<file path="src/rtl/crack_sched.sv">
// crack_sched: search controller for the brute-force password datapath.
// Loads and steps the ASCII decimal candidate generator and deals candidates
// round-robin to NUM_CORES hash/compare cores. It captures the first matching
// candidate, drains the work still in flight, and reports the result.
// Ports:
//   clk, reset          system clock, synchronous active-high reset
//   start, start_data   begin-search pulse and first candidate
//   gen_load_n/gen_next generator load (active low) and advance strobe
//   gen_value           current generator candidate
//   core_valid/core_data per-core dispatch strobe and shared candidate bus
//   core_ready/core_done/core_match  per-core status from the cores
//   busy, found, result, tried_count  status to the UI/LCD logic
module crack_sched #(
   parameter int unsigned NUM_CORES = 4,
   parameter int unsigned CNT_W     = 32
) (
   input  logic                 clk,
   input  logic                 reset,
   input  logic                 start,
   input  logic [63:0]          start_data,
   output logic                 gen_load_n,
   output logic                 gen_next,
   input  logic [63:0]          gen_value,
   output logic [NUM_CORES-1:0] core_valid,
   output logic [63:0]          core_data,
   input  logic [NUM_CORES-1:0] core_ready,
   input  logic [NUM_CORES-1:0] core_done,
   input  logic [NUM_CORES-1:0] core_match,
   output logic                 busy,
   output logic                 found,
   output logic [63:0]          result,
   output logic [CNT_W-1:0]     tried_count
);

   localparam int unsigned PTR_W = (NUM_CORES > 1) ? $clog2(NUM_CORES) : 1;
   localparam int unsigned SUM_W = PTR_W + 1;
   localparam int unsigned INC_W = $clog2(NUM_CORES + 1);
   localparam logic [63:0] LAST_CAND = 64'h3939_3939_3939_3939;  // "99999999"

   localparam logic [2:0] S_IDLE  = 3'd0;
   localparam logic [2:0] S_LOAD  = 3'd1;
   localparam logic [2:0] S_RUN   = 3'd2;
   localparam logic [2:0] S_DRAIN = 3'd3;
   localparam logic [2:0] S_DONE  = 3'd4;

   logic [2:0]           r_state;
   logic [2:0]           w_state_nxt;
   logic [NUM_CORES-1:0] r_inflight;
   logic [PTR_W-1:0]     r_rr_ptr;
   logic                 r_exhausted;
   logic                 r_found;
   logic [63:0]          r_result;
   logic [CNT_W-1:0]     r_count;
   logic [63:0]          r_slot [NUM_CORES];

   logic [NUM_CORES-1:0] w_done_v;
   logic [NUM_CORES-1:0] w_hit;
   logic [NUM_CORES-1:0] w_avail;
   logic [NUM_CORES-1:0] w_rot;
   logic [NUM_CORES-1:0] w_grant;
   logic                 w_any;
   logic [PTR_W-1:0]     w_sel;
   logic [PTR_W-1:0]     w_next_ptr;
   logic                 w_dispatch;
   logic                 w_last;
   logic [63:0]          w_match_data;
   logic [INC_W-1:0]     w_inc;
   logic [CNT_W:0]       w_sum;

   // Reduce a pointer sum (at most 2N-2) back into 0..N-1.
   function automatic logic [PTR_W-1:0] f_wrap(input logic [SUM_W-1:0] v);
      logic [SUM_W-1:0] t;
      t = v;
      if (t >= SUM_W'(NUM_CORES)) t = t - SUM_W'(NUM_CORES);
      return PTR_W'(t);
   endfunction

   // Only completions of cores actually in flight count or can match.
   assign w_done_v = core_done & r_inflight;
   assign w_hit    = w_done_v & core_match;
   assign w_avail  = core_ready & ~r_inflight;
   assign w_last   = (gen_value == LAST_CAND);

   // Rotate availability so bit 0 corresponds to rr_ptr, then take the lowest set bit.
   assign w_rot = NUM_CORES'({w_avail, w_avail} >> r_rr_ptr);

   always_comb begin
      w_any = 1'b0;
      w_sel = '0;
      for (int k = int'(NUM_CORES) - 1; k >= 0; k--) begin
         if (w_rot[k]) begin
            w_any = 1'b1;
            w_sel = f_wrap(SUM_W'(r_rr_ptr) + SUM_W'(k));
         end
      end
   end

   assign w_next_ptr = f_wrap(SUM_W'(w_sel) + SUM_W'(1));
   // A match arriving in RUN suppresses the dispatch of that same cycle.
   assign w_dispatch = (r_state == S_RUN) && !r_exhausted && !(|w_hit) && w_any;
   assign w_grant    = w_dispatch ? (NUM_CORES'(1) << w_sel) : '0;

   // Lowest-index matching core wins when several match together.
   always_comb begin
      w_match_data = '0;
      for (int k = int'(NUM_CORES) - 1; k >= 0; k--) begin
         if (w_hit[k]) w_match_data = r_slot[k];
      end
   end

   // Popcount of valid completions, added with saturation.
   always_comb begin
      w_inc = '0;
      for (int k = 0; k < int'(NUM_CORES); k++) begin
         w_inc = w_inc + INC_W'(w_done_v[k]);
      end
      w_sum = {1'b0, r_count} + (CNT_W + 1)'(w_inc);
   end

   // State register.
   always_ff @(posedge clk) begin
      if (reset) r_state <= S_IDLE;
      else       r_state <= w_state_nxt;
   end

   // Next-state logic.
   always_comb begin
      w_state_nxt = r_state;
      case (r_state)
         S_IDLE, S_DONE: if (start) w_state_nxt = S_LOAD;
         S_LOAD:         w_state_nxt = S_RUN;
         S_RUN:
            if ((|w_hit) || (w_dispatch && w_last) || r_exhausted) w_state_nxt = S_DRAIN;
         S_DRAIN:
            if ((r_inflight & ~w_done_v) == '0) w_state_nxt = S_DONE;
         default:        w_state_nxt = S_IDLE;
      endcase
   end

   // Search datapath: in-flight tracking, slots, pointer, result and count.
   always_ff @(posedge clk) begin
      if (reset) begin
         r_inflight  <= '0;
         r_rr_ptr    <= '0;
         r_exhausted <= 1'b0;
         r_found     <= 1'b0;
         r_result    <= '0;
         r_count     <= '0;
         for (int k = 0; k < int'(NUM_CORES); k++) r_slot[k] <= '0;
      end else if (r_state == S_LOAD) begin
         r_inflight  <= '0;
         r_exhausted <= 1'b0;
         r_found     <= 1'b0;
         r_result    <= '0;
         r_count     <= '0;
      end else begin
         r_inflight <= (r_inflight & ~w_done_v) | w_grant;
         r_count    <= w_sum[CNT_W] ? '1 : w_sum[CNT_W-1:0];
         if ((|w_hit) && !r_found) begin
            r_found  <= 1'b1;
            r_result <= w_match_data;
         end
         if (w_dispatch) begin
            r_rr_ptr <= w_next_ptr;
            if (w_last) r_exhausted <= 1'b1;
         end
         for (int k = 0; k < int'(NUM_CORES); k++) begin
            if (w_grant[k]) r_slot[k] <= gen_value;
         end
      end
   end

   assign gen_load_n  = (r_state == S_RUN) || (r_state == S_DRAIN) || (r_state == S_DONE);
   assign busy        = (r_state == S_LOAD) || (r_state == S_RUN) || (r_state == S_DRAIN);
   assign gen_next    = w_dispatch;
   assign core_valid  = w_grant;
   assign core_data   = gen_value;
   assign found       = r_found;
   assign result      = r_result;
   assign tried_count = r_count;

endmodule

</file>
<file path="config.mk">
export PLATFORM = sky130hd
export DESIGN_NAME = crack_sched
export DESIGN_NICKNAME = d
export VERILOG_FILES = /design/src/rtl/crack_sched.sv
export SDC_FILE = /design/constraint.sdc
export NUM_CORES = 1
export LEC_CHECK = 0
export ABC_AREA = 1
export BUFFER_PORTS_ARGS = -buffer_cell sky130_fd_sc_hd__buf_2
export CAP_MARGIN = 40
export CORE_ASPECT_RATIO = 1.4
export CORE_UTILIZATION = 60
export CTS_CLUSTER_SIZE = 8
export DETAILED_ROUTE_END_ITERATION = 6
export GPL_TIMING_DRIVEN = 0
export PLACE_DENSITY = 0.88
export SLEW_MARGIN = 20
export SYNTH_ARGS = -nofsm -noshare
export SYNTH_HDL_FRONTEND = slang
export SYNTH_SLANG_ARGS = --single-unit
</file>
<file path="constraint.sdc">
create_clock -name clk -period 21.1 [get_ports clk]
set_input_delay 6.33 -clock clk [delete_from_list [all_inputs] [get_ports clk]]
set_output_delay 6.33 -clock clk [all_outputs]
set_load 0.005 [all_outputs]
</file>
==> results of run 1 <==
-- power by group through the flow --
stage          clock network (mW)  registers, mW  logic [mW]
3_3_place_gp                    0          0.915       0.274
5_1_grt                     0.767          0.906       0.338
4_1_cts                     0.736          0.900       0.308
3_5_place_dp                    0          0.912       0.305
2_1_floorplan                   0          0.909       0.182
6_report                    0.740          0.901       0.315
-- sequential cells by signal, summed over array words and instances, names as in the netlist --
signal       flops
r_slot         256
result          64
tried_count     32
r_inflight       4
r_state          3
r_rr_ptr         2
found            1
r_exhausted      1
-- final timing paths --
kind              cells after the start            end  slack [ns]          start
setup reg to reg                     14  r_slot[3][51]       17.93    r_rr_ptr[0]
hold / removal                        2          found        0.49          found
hold reg to reg                       2          found        0.49          found
setup / recovery                     13  core_valid[2]        6.51  core_ready[3]
-- through the flow --
step | util [%] | instance area (um2) | worst slack (ns)
5_1_grt | 73.67 | 19960 | 6.382
6_report | 73.67 | 19960 | 6.509
3_5_place_dp | 68.44 | 18540 | 6.665
3_3_place_gp | 67.71 | 18350 | 5.865
4_1_cts | 73.67 | 19960 | 6.661
2_1_floorplan | - | 16660 | 7.264
-- cells by family after synthesis --
| family | Yosys count |
|---|---|
| simple gates | 763 |
| flops | 363 |
| buf+inv | 311 |
| compound gates | 301 |
| xor+xnor | 13 |
| fa+ha+maj | 8 |
-- tightest hold or removal path, cell delays in order, from the launching register on --
cell	delay [ns]
dfxtp_1	0.31
inv_1	0.07
a21oi_1	0.06
-- layer usage --
| metal | GRT usage (%) | part of all wire (%) | vias up |
|---|---|---|---|
| li1 | - | - | 6475 |
| met1 | 37.21 | 34 | 6723 |
| met2 | 58.71 | 51 | 982 |
| met3 | 5.008 | 9.7 | 194 |
| met4 | 20.23 | 5.0 | 0 |
| met5 | 0 | 0 | - |
-- area by class of cell --
type / count / share of cell area (%)
Multi-Input combinational cell: 1085 / 26.77
Sequential cell: 363 / 49.24
Timing Repair Buffer: 252 / 6.996
Buffer: 161 / 4.783
Inverter: 150 / 2.827
Tap cell: 365 / 2.288
Clock inverter: 2 / 0.08149
Clock buffer: 84 / 7.014
-- placed cells by master (no fill, tap or decap), types with 64 or more instances in the layout --
cell type	n
edfxtp_1	256
inv_1	135
clkbuf_1	88
a21oi_1	149
buf_4	77
dfxtp_1	107
nand3_1	160
o211ai_1	64
o21ai_0	74
buf_2	259
nor2_1	272
nand2_1	222
==> impl_metrics.py, run 1 <==
metrics = {
    "power": {
        "p_sw_share_pct": 27.90,
        "p_int_mw": 1.410,
        "combPwrFrac_pct": 16.1,
        "p_clk_share_pct": 37.8,
        "p_leak_nw": 8.845,
        "pwr_density_cell_nw_per_um2": 98.00,
        "switchingPower_uw": 545.7,
        "ir_worst_vdd_mv": 0.06481,
        "p_seq_share_pct": 46.1,
        "p_total_mw": 1.956,
    },
    "yosys": {
        "ys_types": 40,
        "synth_top_family_by_area": "simple AND/OR/NAND/NOR gates",
        "avgSynthCellArea_um2": 9.470,
        "ys_ff_latch": 363,
        "yosysWarnings": 0,
        "synthCells": 1759,
        "yosys.area_share.xor_xnor_pct": 0.6835,
        "synth_compound_area_share_pct": 10.06,
        "ys_seq_area_share_pct": 59.01,
        "synth_common_cells": "nor2_1 (272), edfxtp_1 (256), nand2_1 (225), nand3_1 (160), a21oi_1 (149)",
        "synthFlopType": "edfxtp_1",
        "yosysMostFrequentCell": "nor2_1",
        "synth_top_area_cell": "edfxtp_1",
        "synth_nets": 1910,
        "synthAdderAreaFrac_pct": 0.7361,
        "ys_top_cells_by_area": "edfxtp_1 (46%), dfxtp_1 (13%), nor2_1 (6.1%), nand2_1 (5.1%), nand3_1 (4.8%)",
        "synth_edf_count": 256,
        "synth_top_area_share_pct": 46.15,
        "async_reset_ff_share_pct": 0,
        "yosys.area_share.simple_pct": 20.39,
        "muxShareOfSynthArea_pct": 0,
        "syn_area_um2": 16660,
    },
    "finish": {
        "multi_input_comb_area_um2": 5343,
        "register_area_um2": 9829,
        "nNetsFinal": 2215,
        "drive_gt1_share_pct": 23.80,
        "final_cell_count_no_fill": 2462,
        "area_growth_pct": 19.83,
        "n_fill_cell": 1783,
        "antenna-diode-count": 0,
    },
    "worst_setup_path": {
        "critPathLaunchType": "input port",
        "endpoint_kind": "output port",
        "crit_family": "compound AO/OA/AOI/OAI gates",
        "critPathBufInv": 5,
        "path_max_fanout": 3,
        "cp_slowest_cell": "o21ai_0",
        "cp_cell_sequence": "buf_2 -> inv_1 -> nor2_1 -> nand2_1 -> o21ai_0 -> o21ai_0 -> nand3_1 -> a31oi_1 -> inv_1 -> ha_1 -> nand2_1 -> inv_2 -> buf_2",
        "critPathMaxStageDelay_ns": 0.42,
        "cp.required_ns": 14.77,
        "arrival_ns": 8.26,
        "critical_path_class": "input port to output port",
    },
    "global_routing": {
        "grt.total_usage_pct": 33.02,
        "grt_pass1_wl_um": 71650,
        "overflow": 0,
        "antenna_found_initial": 0,
        "grt_max_degree": 53,
        "grt_pass1_vias": 14301,
    },
    "clock_network": {
        "cts_buffers": 51,
        "holdBufCountCts": 0,
        "cts_setup_buffers": 0,
        "clkSlewWorstSetupHoldPaths_ns": 0.05,
        "cts_resized": 0,
        "clock_sinks": 363,
        "cts_tree": "yes",
        "htree_levels": 2,
        "clockRootBuffer": "clkbuf_16",
        "clk_latency_ns": 0.56,
        "clockBufferDepth": 3,
    },
    "floorplanning": {
        "dieWidth_um": 142.8,
        "start_util_pct": 61.48,
        "row_count": 71,
        "die_area_um2": 28440,
        "coreArea_um2": 27090,
        "io_pins": 311,
        "chipHeight_um": 199.1,
    },
    "job": {
        "cap_violations": 0,
    },
    "status": {
        "outcome": "completed",
    },
    "timing": {
        "fmax_mhz": 68.54,
        "hold_viol_final": 0,
        "maxSlewHeadroom_pct": 46.03,
        "period_needed_ns": 14.59,
        "finalSetupViolCount": 0,
        "finClkSkew_ns": 0.02126,
        "tns_ns": 0,
        "worst_pin_slew_ns": 0.8095,
        "post-route-period-util_pct": 69.15,
        "slew_violations": 0,
        "worst_hold_slack_ns": 0.4909,
        "grt_setup_unrepaired": "no",
    },
    "routing": {
        "first_iter_violations": 1364,
        "dr_total_vias": 14374,
        "ant_nets": 0,
        "first_pass_iters": 5,
        "drt_drc_violations_left": 0,
        "routedWlPerCell_um": 18.92,
        "vias_per_cell": 5.838,
        "wl_um": 46580,
    },
    "worst_hold_path": {
        "hold_class": "register to register",
    },
    "placement": {
        "portBuffers": 246,
        "place_congestion": 0.9073,
        "placed_cells": 2376,
        "hpwl_um": 31240,
    },
}
No activity file was read; power rests on OpenSTA's default activity.
==> run 2: changes to the inputs <==
--- a/config.mk
+++ b/config.mk
@@ -5,15 +5,15 @@
 export SDC_FILE = /design/constraint.sdc
 export NUM_CORES = 1
 export LEC_CHECK = 0
-export ABC_AREA = 1
+export ABC_AREA = 0
 export BUFFER_PORTS_ARGS = -buffer_cell sky130_fd_sc_hd__buf_2
 export CAP_MARGIN = 40
 export CORE_ASPECT_RATIO = 1.4
-export CORE_UTILIZATION = 60
+export CORE_UTILIZATION = 56
 export CTS_CLUSTER_SIZE = 8
 export DETAILED_ROUTE_END_ITERATION = 6
 export GPL_TIMING_DRIVEN = 0
-export PLACE_DENSITY = 0.88
+export PLACE_DENSITY = 0.83
 export SLEW_MARGIN = 20
 export SYNTH_ARGS = -nofsm -noshare
 export SYNTH_HDL_FRONTEND = slang
==> constraint.sdc (replaced) <==
create_clock -name clk -period 14.7 [get_ports clk]
set_input_delay 4.41 -clock clk [delete_from_list [all_inputs] [get_ports clk]]
set_output_delay 4.41 -clock clk [all_outputs]
set_load 0.005 [all_outputs]
==> impl_metrics.py, run 2 <==
metrics = {
    "worst_setup_path": {
        "cp.required_ns": 10.29,
        "r2r_cells": 12,
        "critical_path_class": "input port to output port",
        "endpoint_kind": "output port",
        "critPathLaunchType": "input port",
        "path_max_fanout": 4,
        "arrival_ns": 5.89,
    },
    "finish": {
        "final_cell_count_no_fill": 2214,
        "largest_reg_flops": 256,
        "multi_input_comb_area_um2": 5469,
        "area_growth_pct": 19.88,
        "drive_gt1_share_pct": 22.26,
        "nNetsFinal": 1947,
        "mostFrequentLayoutCell": "and2_1",
        "n_fill_cell": 2120,
        "mostFrequentLayoutCells": "and2_1 (258), buf_2 (256), edfxtp_1 (256)",
        "register_area_um2": 9829,
        "regMostFlops": "r_slot",
    },
    "floorplanning": {
        "row_count": 74,
        "chipHeight_um": 205.3,
        "coreArea_um2": 29070,
        "io_pins": 311,
        "die_area_um2": 30230,
        "dieWidth_um": 147.2,
        "start_util_pct": 56.88,
    },
    "placement": {
        "place_congestion": 0.8898,
        "placed_cells": 2122,
        "portBuffers": 246,
        "hpwl_um": 29740,
    },
    "timing": {
        "worst_pin_slew_ns": 0.8810,
        "grt_setup_unrepaired": "no",
        "hold_viol_final": 0,
        "finClkSkew_ns": 0.01837,
        "post-route-period-util_pct": 70.06,
        "fmax_mhz": 97.10,
        "finalSetupViolCount": 0,
        "slew_violations": 0,
        "tns_ns": 0,
        "period_needed_ns": 10.30,
        "maxSlewHeadroom_pct": 41.27,
    },
    "clock_network": {
        "clock_sinks": 363,
        "cts_resized": 0,
        "holdBufCountCts": 0,
        "clockRootBuffer": "clkbuf_16",
        "cts_buffers": 51,
        "clk_latency_ns": 0.56,
        "cts_setup_buffers": 0,
        "htree_levels": 2,
        "clkSlewWorstSetupHoldPaths_ns": 0.05,
        "clockBufferDepth": 3,
        "cts_tree": "yes",
    },
    "routing": {
        "first_iter_violations": 981,
        "drt_drc_violations_left": 0,
        "vias_per_cell": 5.797,
        "first_pass_iters": 5,
        "routedWlPerCell_um": 19.59,
        "dr_total_vias": 12835,
        "ant_nets": 0,
        "wl_um": 43370,
    },
    "yosys": {
        "synth_edf_count": 256,
        "synthCells": 1490,
        "syn_area_um2": 16540,
        "yosysWarnings": 0,
        "synth_common_cells": "and2_1 (258), edfxtp_1 (256), nand2_1 (151), dfxtp_1 (107), clkbuf_1 (81)",
        "ys_seq_area_share_pct": 59.44,
        "yosysMostFrequentCell": "and2_1",
        "avgSynthCellArea_um2": 11.10,
        "synth_top_area_cell": "edfxtp_1",
        "synthFlopType": "edfxtp_1",
        "ys_ff_latch": 363,
        "ys_types": 56,
        "synth_nets": 1641,
        "async_reset_ff_share_pct": 0,
        "synth_top_area_share_pct": 46.49,
        "ys_top_cells_by_area": "edfxtp_1 (46%), dfxtp_1 (13%), and2_1 (9.8%), nand2_1 (3.4%), o311ai_0 (3.4%)",
    },
    "global_routing": {
        "grt.total_usage_pct": 28.74,
        "grt_pass1_vias": 12785,
        "antenna_found_initial": 1,
        "grt_pass1_wl_um": 66610,
        "overflow": 0,
        "grt_max_degree": 52,
    },
    "power": {
        "p_leak_nw": 7.884,
        "pwr_density_cell_nw_per_um2": 119.7,
        "ir_worst_vdd_mv": 0.09070,
    },
    "worst_hold_path": {
        "holdPathStages": 2,
        "hold_class": "register to register",
    },
    "status": {
        "outcome": "completed",
    },
    "job": {
        "cap_violations": 0,
    },
}
==> run 2: cell types whose count changed after synthesis, sizes merged, moves of 14 or more <==
cell	before	now
a31oi	3	67
nand3	164	12
nor2	330	17
a21oi	149	36
nand2	233	151
o311ai	0	64
buf	106	92
clkbuf	55	81
nand2b	0	15
and2	0	258
inv	148	79
and3	1	18
==> run 2: per-layer routing <==
metal / wire [um] / global-route usage [%]
met5: 0 / 0
met1: 15330 / 31.93
met2: 22700 / 51.80
met4: 2164 / 16.86
met3: 3177 / 4.612
==> run 2: final cells by class <==
| type | instances | area share, % |
|---|---|---|
| well taps | 380 | 2.399 |
| multi-input cells | 875 | 27.59 |
| repair buffers | 253 | 6.798 |
| inverters | 79 | 1.496 |
| flip-flops and latches | 363 | 49.59 |
| clock inverters | 2 | 0.08206 |
| plain buffers | 173 | 4.898 |
| clock buffers | 88 | 7.139 |
| diodes | 1 | 0.01262 |
==> run 2: path summary, 6_finish.rpt <==
path | endpoint | from | slack (ns)
min reg2reg | r_exhausted | r_exhausted | 0.48
min | r_exhausted | r_exhausted | 0.48
max | core_valid[0] | core_ready[3] | 4.40
max reg2reg | tried_count[20] | r_inflight[2] | 11.05
==> run 2: cells by family after synthesis <==
group | synth area share [%]
simple gates | 17.86
fa+ha+maj | 0.7415
buf+inv | 7.665
mux | 0.1211
xor+xnor | 1.112
compound gates | 13.05
flops | 59.44
==> run 2: stage by stage <==
step	setup WS [ns]	hold WS [ns]	area (um2)	total power [mW]	util, %
3_3_place_gp	4.550	0.4610	18240	1.326	62.75
6_report	4.401	0.4808	19820	2.372	68.18
2_1_floorplan	4.881	0.4382	16540	1.256	-
5_1_grt	4.221	0.5453	19820	2.434	68.17
3_5_place_dp	4.453	0.4699	18380	1.333	63.21
4_1_cts	4.448	0.4876	19810	2.372	68.14
==> run 2: worst max-delay path, stage by stage <==
cell	delay, ns
buf_2	0.08
nor2b_1	0.23
o22ai_1	0.13
a21oi_1	0.35
inv_1	0.12
ha_1	0.22
nand2_1	0.17
inv_1	0.05
buf_2	0.12
==> run 2: where the power goes <==
group	leakage (nW)	internal, mW	total (mW)	switching [mW]
combinational	3.69	0.0569	0.154	0.0969
clock	0.677	0.643	1.06	0.413
sequential	3.51	1.15	1.16	0.0162
==> run 3: changes to the inputs <==
--- a/config.mk
+++ b/config.mk
@@ -5,15 +5,15 @@
 export SDC_FILE = /design/constraint.sdc
 export NUM_CORES = 1
 export LEC_CHECK = 0
-export ABC_AREA = 0
+export ABC_AREA = 1
 export BUFFER_PORTS_ARGS = -buffer_cell sky130_fd_sc_hd__buf_2
 export CAP_MARGIN = 40
 export CORE_ASPECT_RATIO = 1.4
-export CORE_UTILIZATION = 56
+export CORE_UTILIZATION = 51
 export CTS_CLUSTER_SIZE = 8
 export DETAILED_ROUTE_END_ITERATION = 6
 export GPL_TIMING_DRIVEN = 0
-export PLACE_DENSITY = 0.83
+export PLACE_DENSITY = 0.8
 export SLEW_MARGIN = 20
 export SYNTH_ARGS = -nofsm -noshare
 export SYNTH_HDL_FRONTEND = slang
==> constraint.sdc (replaced) <==
create_clock -name clk -period 8.4 [get_ports clk]
set_input_delay 2.52 -clock clk [delete_from_list [all_inputs] [get_ports clk]]
set_output_delay 2.52 -clock clk [all_outputs]
set_load 0.005 [all_outputs]
==> impl_metrics.py, run 3 (same netlist as run 1, synthesis figures left out) <==
metrics = {
    "finish": {
        "final_area_um2": 20120,
        "regMostFlops": "r_slot",
        "largest_reg_flops": 256,
        "area_growth_pct": 20.77,
        "mostFrequentLayoutCell": "nor2_1",
        "nNetsFinal": 2215,
        "drive_gt1_share_pct": 23.81,
        "antenna-diode-count": 0,
        "mostFrequentLayoutCells": "nor2_1 (272), buf_2 (259), edfxtp_1 (256)",
    },
    "routing": {
        "dr_total_vias": 13981,
        "vias_per_cell": 5.509,
        "wl_um": 46420,
        "drt_drc_violations_left": 0,
        "routedWlPerCell_um": 18.29,
        "first_iter_violations": 1299,
        "ant_nets": 0,
        "first_pass_iters": 6,
    },
    "worst_hold_path": {
        "holdPathEnd": "found",
        "min_from": "found",
        "hold_class": "register to register",
        "holdPathStages": 2,
    },
    "global_routing": {
        "grt_use_met2_pct": 49.97,
        "grt_pass1_vias": 13609,
        "use_met1_pct": 31.00,
        "grt.total_usage_pct": 27.34,
        "grt_max_degree": 50,
        "antenna_found_initial": 0,
        "overflow": 0,
        "grt_pass1_wl_um": 70150,
        "met3_usage_pct": 4.096,
        "busiest_layer": "met2",
    },
    "worst_setup_path": {
        "path_max_fanout": 3,
        "critPathLaunchType": "input port",
        "critPathMaxStageDelay_ns": 0.28,
        "cp_slowest_cell": "a31oi_1",
        "r2r_cells": 15,
        "rrSetupSlack_ns": 5.34,
        "r2r_start": "r_inflight[2]",
        "endpoint_kind": "output port",
        "cp.required_ns": 5.88,
        "arrival_ns": 4.26,
        "critical_path_class": "input port to output port",
        "cp_cell_sequence": "buf_2 -> inv_1 -> nor2_1 -> nand2_1 -> o21ai_0 -> o21ai_0 -> inv_1 -> nand2_1 -> a31oi_1 -> inv_1 -> ha_1 -> nand2_1 -> inv_2 -> buf_2",
        "crit-reg2reg-capture": "tried_count[20]",
    },
    "timing": {
        "post-route-period-util_pct": 80.67,
        "finalSetupViolCount": 0,
        "grt_setup_unrepaired": "no",
        "maxSlewHeadroom_pct": 46.96,
        "finClkSkew_ns": 0.01330,
        "hold_viol_final": 0,
        "slew_violations": 0,
        "fmax_mhz": 147.6,
        "fin_ws_ns": 1.624,
        "worst_pin_slew_ns": 0.7956,
        "period_needed_ns": 6.776,
    },
    "floorplanning": {
        "die_area_um2": 33400,
        "row_count": 77,
        "start_util_pct": 52.23,
        "io_pins": 311,
        "dieWidth_um": 154.7,
        "coreArea_um2": 31890,
        "chipHeight_um": 215.8,
    },
    "clock_network": {
        "cts_resized": 0,
        "cts_setup_buffers": 0,
        "cts_tree": "yes",
        "clock_sinks": 363,
        "cts_buffers": 51,
        "clkSlewWorstSetupHoldPaths_ns": 0.06,
        "clockBufferDepth": 3,
        "clk_latency_ns": 0.57,
        "clockRootBuffer": "clkbuf_16",
        "holdBufCountCts": 0,
        "htree_levels": 2,
    },
    "placement": {
        "portBuffers": 246,
        "dpl_cell_area_um2": 18620,
        "place_congestion": 0.8740,
        "hpwl_um": 31570,
        "post-place-ws_ns": 1.649,
    },
    "power": {
        "ir_worst_vdd_mv": 0.1738,
        "p_leak_nw": 8.879,
        "pwr_density_cell_nw_per_um2": 247.0,
    },
    "status": {
        "outcome": "completed",
    },
    "job": {
        "cap_violations": 0,
    },
}
-- run 3: changes by cell type in the layout (fill, tap and decap cells not counted), moves of 51 or more --
cell,delta
nand2_1,+71
nor2_1,+256
nor2_2,+51
inv_1,+56
nand3_1,+148
a31oi_1,-64
o311ai_0,-64
and2_1,-258
a21oi_1,+113
-- run 3: cell type report --
type | count | area [um2]
fill | 2466 | 11770
sequential | 363 | 9829
multi-input combinational | 1085 | 5343
clock buffer | 90 | 1444
timing repair buffer | 252 | 1384
buffer | 161 | 954.7
inverter | 150 | 564.3
tap | 434 | 543.0
clock inverter | 3 | 55.05
-- run 3: where the power goes --
part | leakage [nW] | internal [mW] | switching [mW]
Sequential | 3.52 | 2.18 | 0.0804
Clock | 0.711 | 1.18 | 0.750
Combinational | 4.65 | 0.240 | 0.536
Total | 8.88 | 3.60 | 1.37
-- run 3: routing by layer --
metal / vias up / part of all wire (%) / wire, um
li1: 6484 / - / -
met1: 6564 / 35 / 16480
met3: 128 / 8.2 / 3806
met4: 0 / 3.7 / 1707
met5: - / 0 / 0
met2: 805 / 53 / 24430
-- run 3: per-stage QoR --
step / power (mW) / TNS [ns] / instances / utilization [%] / hold WS (ns)
floorplan: 2.739 / 0 / 1759 / - / 0.4631
global placement: 2.999 / -25.65 / 2439 / 57.80 / 0.5001
detailed placement: 3.050 / 0 / 2445 / 58.38 / 0.4990
CTS: 4.958 / 0 / 2538 / 63.08 / 0.5077
global route: 5.124 / 0 / 2538 / 63.08 / 0.5360
finish: 4.968 / 0 / 2538 / 63.08 / 0.5098
-- run 3: critical path, delay by kind of cell --
family,cells,cell delay [ns]
AO/OA/AOI/OAI,3,0.52
adder cells (fa/ha/maj),1,0.20
buffers and inverters,6,0.57
AND/OR/NAND/NOR,4,0.44
-- run 3: worst max-delay path by stage --
stage	startpoint	endpoint	slack (ns)	depth (start not counted)
after global placement	core_ready[3]	r_slot[3][57]	-0.40	13
final	core_ready[3]	core_valid[2]	1.62	14
after CTS	core_ready[3]	core_valid[2]	1.64	14
after detailed placement	core_ready[3]	core_valid[2]	1.65	14
after global routing	core_ready[3]	core_valid[2]	1.49	14
after floorplan	core_ready[3]	r_slot[3][0]	1.57	12
